[config.mk]
export PLATFORM = sky130hd
export DESIGN_NAME = sha512_pad
export DESIGN_NICKNAME = d
export VERILOG_FILES = /design/src/rtl/sha512_pkg.sv /design/src/rtl/sha512_pad_word.sv /design/src/rtl/sha512_pad.sv
export SDC_FILE = /design/constraint.sdc
export NUM_CORES = 2
export LEC_CHECK = 0
export ABC_AREA = 0
export CAP_MARGIN = 40
export CORE_AREA = 2 2 425 427
export DETAILED_ROUTE_END_ITERATION = 8
export DIE_AREA = 0 0 427 429
export HOLD_SLACK_MARGIN = 0.08
export MAX_ROUTING_LAYER = met4
export PLACE_DENSITY = 0.61
export REMOVE_ABC_BUFFERS = 1
export SYNTH_ARGS = -nofsm -noshare
export SYNTH_HDL_FRONTEND = slang
export SYNTH_SLANG_ARGS = --single-unit
[constraint.sdc]
create_clock -name clk -period 59 [get_ports clk]
set_clock_uncertainty 0.05 [all_clocks]
set_input_delay 11.8 -clock clk [delete_from_list [all_inputs] [get_ports clk]]
set_output_delay 11.8 -clock clk [all_outputs]
set_load 0.03 [all_outputs]
[src/rtl/sha512_pkg.sv]
// Shared SHA-512 constants and the padder state encoding.
package sha512_pkg;
  localparam int SHA512_WORD_W   = 64;
  localparam int SHA512_BLOCK_W  = 1024;
  localparam int SHA512_WORDS    = 16;
  localparam int SHA512_LEN_SLOT = 14;
  localparam logic [7:0] PAD_BYTE = 8'h80;

  typedef enum logic [1:0] {FILL, EMIT, EXTRA} pad_state_t;
endpackage

[src/rtl/sha512_pad_word.sv]
// Keeps the first nbytes bytes of a big-endian word, puts 0x80 at byte nbytes, zeros the rest.
module sha512_pad_word
  import sha512_pkg::*;
(
  input  logic [SHA512_WORD_W-1:0] word,
  input  logic [3:0]               nbytes,
  output logic [SHA512_WORD_W-1:0] padded
);
  always_comb begin
    padded = '0;
    for (int k = 0; k < 8; k++) begin
      if (4'(k) < nbytes)       padded[63-8*k -: 8] = word[63-8*k -: 8];
      else if (4'(k) == nbytes) padded[63-8*k -: 8] = PAD_BYTE;
    end
  end
endmodule

[src/rtl/sha512_pad.sv]
// SHA-512 message padder/blocker: 64-bit word stream in, 1024-bit padded blocks out.
// Define SHA512_PAD_ERR_EN to add the sticky pad_err output.
module sha512_pad
  import sha512_pkg::*;
#(
  parameter int LEN_W = 128
) (
  input  logic                      clk,
  input  logic                      rst,
  input  logic [SHA512_WORD_W-1:0]  in_data,
  input  logic                      in_valid,
  input  logic                      in_last,
  input  logic [3:0]                in_bytes,
  output logic                      in_ready,
  output logic [SHA512_BLOCK_W-1:0] blk,
  output logic                      blk_valid,
  input  logic                      blk_ready,
  output logic                      blk_first,
  output logic                      blk_last
`ifdef SHA512_PAD_ERR_EN
  ,
  output logic                      pad_err
`endif
);
  pad_state_t state, state_nxt;
  logic [SHA512_WORDS-1:0][SHA512_WORD_W-1:0] words;
  logic [3:0]       idx;
  logic [LEN_W-1:0] len, len_sum;
  logic             first_pending, last_r, extra, extra_marker;
  logic             acc, hs, pad_next, fits;
  logic [3:0]       b_eff;
  logic [6:0]       add_bits;
  logic [4:0]       pad_idx;
  logic [127:0]     len_sum_f, len_reg_f;
  logic [SHA512_WORD_W-1:0] word_pad;

  assign in_ready  = (state == FILL) && !rst;
  assign blk_valid = (state == EMIT);
  assign blk_first = blk_valid && first_pending;
  assign blk_last  = blk_valid && last_r;
  assign acc       = in_valid && in_ready;
  assign hs        = blk_valid && blk_ready;

  assign b_eff     = (in_bytes > 4'd8) ? 4'd8 : in_bytes;
  assign pad_next  = b_eff[3];
  assign add_bits  = in_last ? {b_eff, 3'b000} : 7'd64;
  assign len_sum   = len + LEN_W'(add_bits);
  assign len_sum_f = 128'(len_sum);
  assign len_reg_f = 128'(len);
  // 0x80 position decides whether the length still fits after it in this block
  assign pad_idx   = {1'b0, idx} + {4'd0, pad_next};
  assign fits      = pad_idx < 5'(SHA512_LEN_SLOT);

  sha512_pad_word u_word (.word(in_data), .nbytes(b_eff), .padded(word_pad));

  always_comb begin
    blk = '0;
    for (int i = 0; i < SHA512_WORDS; i++) blk[SHA512_BLOCK_W-1-64*i -: 64] = words[i];
  end

  always_ff @(posedge clk or posedge rst) begin
    if (rst) state <= FILL;
    else     state <= state_nxt;
  end

  always_comb begin
    state_nxt = state;
    case (state)
      FILL:    if (acc && (in_last || idx == 4'd15)) state_nxt = EMIT;
      EMIT:    if (hs) state_nxt = extra ? EXTRA : FILL;
      EXTRA:   state_nxt = EMIT;
      default: state_nxt = FILL;
    endcase
  end

  always_ff @(posedge clk or posedge rst) begin
    if (rst) begin
      words         <= '0;
      idx           <= '0;
      len           <= '0;
      first_pending <= 1'b1;
      last_r        <= 1'b0;
      extra         <= 1'b0;
      extra_marker  <= 1'b0;
    end else begin
      case (state)
        FILL: if (acc) begin
          len <= len_sum;
          if (!in_last) begin
            words[idx] <= in_data;
            idx        <= idx + 4'd1;
            last_r     <= 1'b0;
          end else begin
            idx <= '0;
            for (int j = 0; j < SHA512_WORDS; j++) begin
              if (4'(j) == idx)
                words[j] <= word_pad;
              else if (4'(j) > idx)
                words[j] <= (pad_next && 4'(j) == idx + 4'd1) ? {PAD_BYTE, 56'd0} : '0;
            end
            if (fits) begin
              words[SHA512_LEN_SLOT]   <= len_sum_f[127:64];
              words[SHA512_LEN_SLOT+1] <= len_sum_f[63:0];
              last_r                   <= 1'b1;
            end else begin
              last_r       <= 1'b0;
              extra        <= 1'b1;
              extra_marker <= pad_next && (idx == 4'd15);
            end
          end
        end
        EMIT: if (hs) begin
          first_pending <= 1'b0;
          if (!extra && last_r) begin
            len           <= '0;
            first_pending <= 1'b1;
          end
        end
        EXTRA: begin
          words                    <= '0;
          words[0]                 <= extra_marker ? {PAD_BYTE, 56'd0} : '0;
          words[SHA512_LEN_SLOT]   <= len_reg_f[127:64];
          words[SHA512_LEN_SLOT+1] <= len_reg_f[63:0];
          last_r                   <= 1'b1;
          extra                    <= 1'b0;
          extra_marker             <= 1'b0;
        end
        default: ;
      endcase
    end
  end

`ifdef SHA512_PAD_ERR_EN
  always_ff @(posedge clk or posedge rst) begin
    if (rst) pad_err <= 1'b0;
    else if (acc && ((in_last && in_bytes > 4'd8) || len_sum < len)) pad_err <= 1'b1;
  end
`endif
endmodule

==> flow_summary.json <==
{
  "antenna_found_initial": 26,
  "final_antenna_net_count": 0,
  "cpMostUsedCell": "clkdlybuf4s50_1",
  "crit_buf_inv": 2,
  "insertion_delay_ns": 0.78,
  "area_growth_pct": 37.6,
  "swShare": 0.384,
  "syn_inst": 5335,
  "maxSlewViolCount": 0,
  "place_ws_ns": 33.34,
  "synth_top_area_share": 0.578,
  "fill_cells": 17800,
  "worstHoldStart": "blk[449]",
  "internal_power_uw": 1700,
  "ys_seq_area_frac": 0.578,
  "cp_num_cells": 3,
  "dp_hpwl_mm": 189,
  "synth_area_leaders": "dfrtp_1, nand2_1, o21ai_0",
  "die_y_um": 429,
  "overflow": 0,
  "final_net_count": 6366,
  "hold_buffers": 0,
  "clkTransAtPathRegs_ns": 0.06,
  "synth_area_mm2": 0.0502,
  "viasPerCell": 5.56,
  "cp-startpoint": "rst",
  "finalSetupViolCount": 0,
  "post-route-period-util": 0.434,
  "synth.distinct_cells": 86,
  "synth_warnings": 0,
  "hold_violations": 0,
  "slew_headroom": 0.343,
  "grt_pass1_wl_mm": 366,
  "path_max_fanout": 4,
  "start_kind": "input pin",
  "power.density_mw_per_mm2": 39.9,
  "post_cts_buffers": 0,
  "cts_max_level": 4,
  "p_seq_frac": 0.367,
  "end_kind": "output port",
  "dieArea_mm2": 0.183,
  "path_class": "in -> out",
  "slowest_stage": "clkdlybuf4s50_1",
  "ios": 1101,
  "maxCapViolCount": 0,
  "cpLargestDelayFamily": "buffers and inverters",
  "synth.avg_cell_area_um2": 9.40,
  "vias": 48700,
  "first_pass_iters": 6,
  "synth-edff-count": 0,
  "place_area_mm2": 0.0646,
  "crit_required_ns": 47.15,
  "grt_max_degree": 156,
  "cts_tree": "done",
  "finalWorstSetupSlack_ns": 33.40,
  "drc": 0,
  "period_minus_slack_ns": 25.60,
  "first_iter_violations": 5765,
  "place.gp.congestion": 0.947,
  "finalSetupTns_ns": 0,
  "arrival_ns": 13.75,
  "worstPathCellList": "clkdlybuf4s50_1, nor3_1, clkdlybuf4s50_1",
  "start_util": 0.282,
  "worst_pin_slew_ns": 0.975,
  "p_comb_frac": 0.331,
  "r2r-start": "idx[0]",
  "synthFlopType": "dfrtp_1",
  "worstRegToRegCells": 9,
  "wire_per_inst_um": 30.3,
  "die_w_um": 427,
  "finalWirelength_mm": 265,
  "cp_slowest_stage_delay_ns": 0.78,
  "clockRootBuffer": "clkbuf_16",
  "synth_seq_cells": 1159,
  "yosysTopAreaCell": "dfrtp_1",
  "clockPowerShare": 0.302,
  "max_freq_ghz": 0.0391,
  "p_leak_uw": 0.0286,
  "cts_resized": 0,
  "rsz0062_at_grt": "false",
  "design.core.area_mm2": 0.178,
  "utilization": 0.388,
  "whs_path_depth": 2,
  "design_area_mm2": 0.0690,
  "p_sw_uw": 1060,
  "numPortBuffers": 1100,
  "grt.total_usage": 0.288,
  "synthArstFlopShare": 1.00,
  "cts.sinks": 1159,
  "hp-class": "reg -> reg",
  "grt_pass1_vias": 46100,
  "rows": 155,
  "clockBufferDepth": 3,
  "status": "completed",
  "numCtsBuffers": 133,
  "drive_gt1_frac": 0.0739,
  "peakVddDrop_v": 0.0000252
}
==> cells by family after synthesis <==
logic type | count (synthesis) | share of synthesized area
and+or+nand+nor | 1900 | 0.165
AOI/OAI and AO/OA | 1693 | 0.203
DFF | 1159 | 0.578
buffers and inverters | 498 | 0.0380
xor gates and xnor gates | 67 | 0.0117
adders and majority gates | 12 | 0.00314
muxes | 6 | 0.00122
==> sequential cells by signal (all words and copies together) (netlist names) <==
signal         count
extra_marker       1
len              125
last_r             1
blk             1024
extra              1
first_pending      1
state              2
idx                4
==> layer usage <==
layer,wire length (um),GRT usage,up-vias
met1,100000,0.342,24600
met4,20900,0.188,0
met3,20800,0.0514,660
met5,0,-,-
met2,123000,0.447,2742
li1,-,-,20700
==> power by group through the flow <==
stage | sequential [uW] | combinational, uW | clock [uW]
5_1_grt | 1020 | 946 | 874
4_1_cts | 1010 | 913 | 839
2_1_floorplan | 1240 | 196 | 0
3_3_place_gp | 1020 | 888 | 0
6_report | 1010 | 912 | 832
3_5_place_dp | 1020 | 910 | 0
==> cell usage in the layout (no fill, tap or decap), types with 29 or more instances in the layout <==
cell / instances
o31ai_1: 177
clkdlybuf4s50_1: 1099
o21ai_0: 912
a31oi_1: 84
xnor2_1: 36
a22o_1: 117
nand3_1: 93
nand2_1: 1220
nand4_1: 57
clkbuf_16: 136
dfrtp_1: 1158
nor2_1: 233
nor4_1: 38
a221oi_1: 32
inv_1: 35
xor2_1: 31
a21oi_1: 157
buf_4: 120
buf_16: 29
nor3_1: 73
==> synth_stat cells, types with 20 or more instances <==
cell type	number
nor3_1	73
buf_2	21
dfrtp_1	1158
nor4_1	39
o31ai_1	177
nor2_1	238
a21oi_1	159
or3_1	22
nand4_1	57
o22ai_1	25
a22oi_1	20
a31oi_1	84
a22o_1	117
nand3_1	97
o21ai_0	916
nand2_1	1231
a221oi_1	32
inv_1	36
buf_1	36
and3_1	29
and2_1	24
xor2_1	31
clkbuf_1	402
xnor2_1	36
==> final cells by class <==
type | count | area (um2) | area share
multi-input combinational | 3678 | 19600 | 0.284
clock buffer | 186 | 3860 | 0.0560
inverter | 37 | 146 | 0.00212
clock inverter | 45 | 430 | 0.00624
tap | 2355 | 2950 | 0.0427
sequential | 1159 | 29000 | 0.420
timing repair buffer | 1272 | 13000 | 0.188
antenna | 17 | 42.5 | 0.000616
==> worst register-to-register path, delay by kind of cell (launching register included) <==
kind | cells | cell delay, ns
AND/OR/NAND/NOR | 4 | 1.66
AO/OA/AOI/OAI | 2 | 0.64
adder cells (fa/ha/maj) | 1 | 0.66
buffers and inverters | 2 | 0.87
flip-flops | 1 | 0.52
==> through the flow <==
| stage | power, uW | hold slack [ns] | cells |
|---|---|---|---|
| after floorplan | 1440 | 0.407 | 4874 |
| after global placement | 1900 | 0.411 | 8444 |
| after detailed placement | 1930 | 0.415 | 8499 |
| after CTS | 2760 | 0.427 | 8730 |
| after global routing | 2840 | 0.438 | 8747 |
| final | 2750 | 0.424 | 8749 |
==> worst paths after layout <==
check	end	slack, ns
min in group asynchronous	blk[127]	11.66
worst min register to register	blk[449]	0.42
worst min-delay path	blk[449]	0.42
max in group asynchronous	blk[755]	42.59
worst max-delay path	in_ready	33.40
worst max register to register	blk[114]	54.51
No activity file was read; power rests on OpenSTA's default activity.
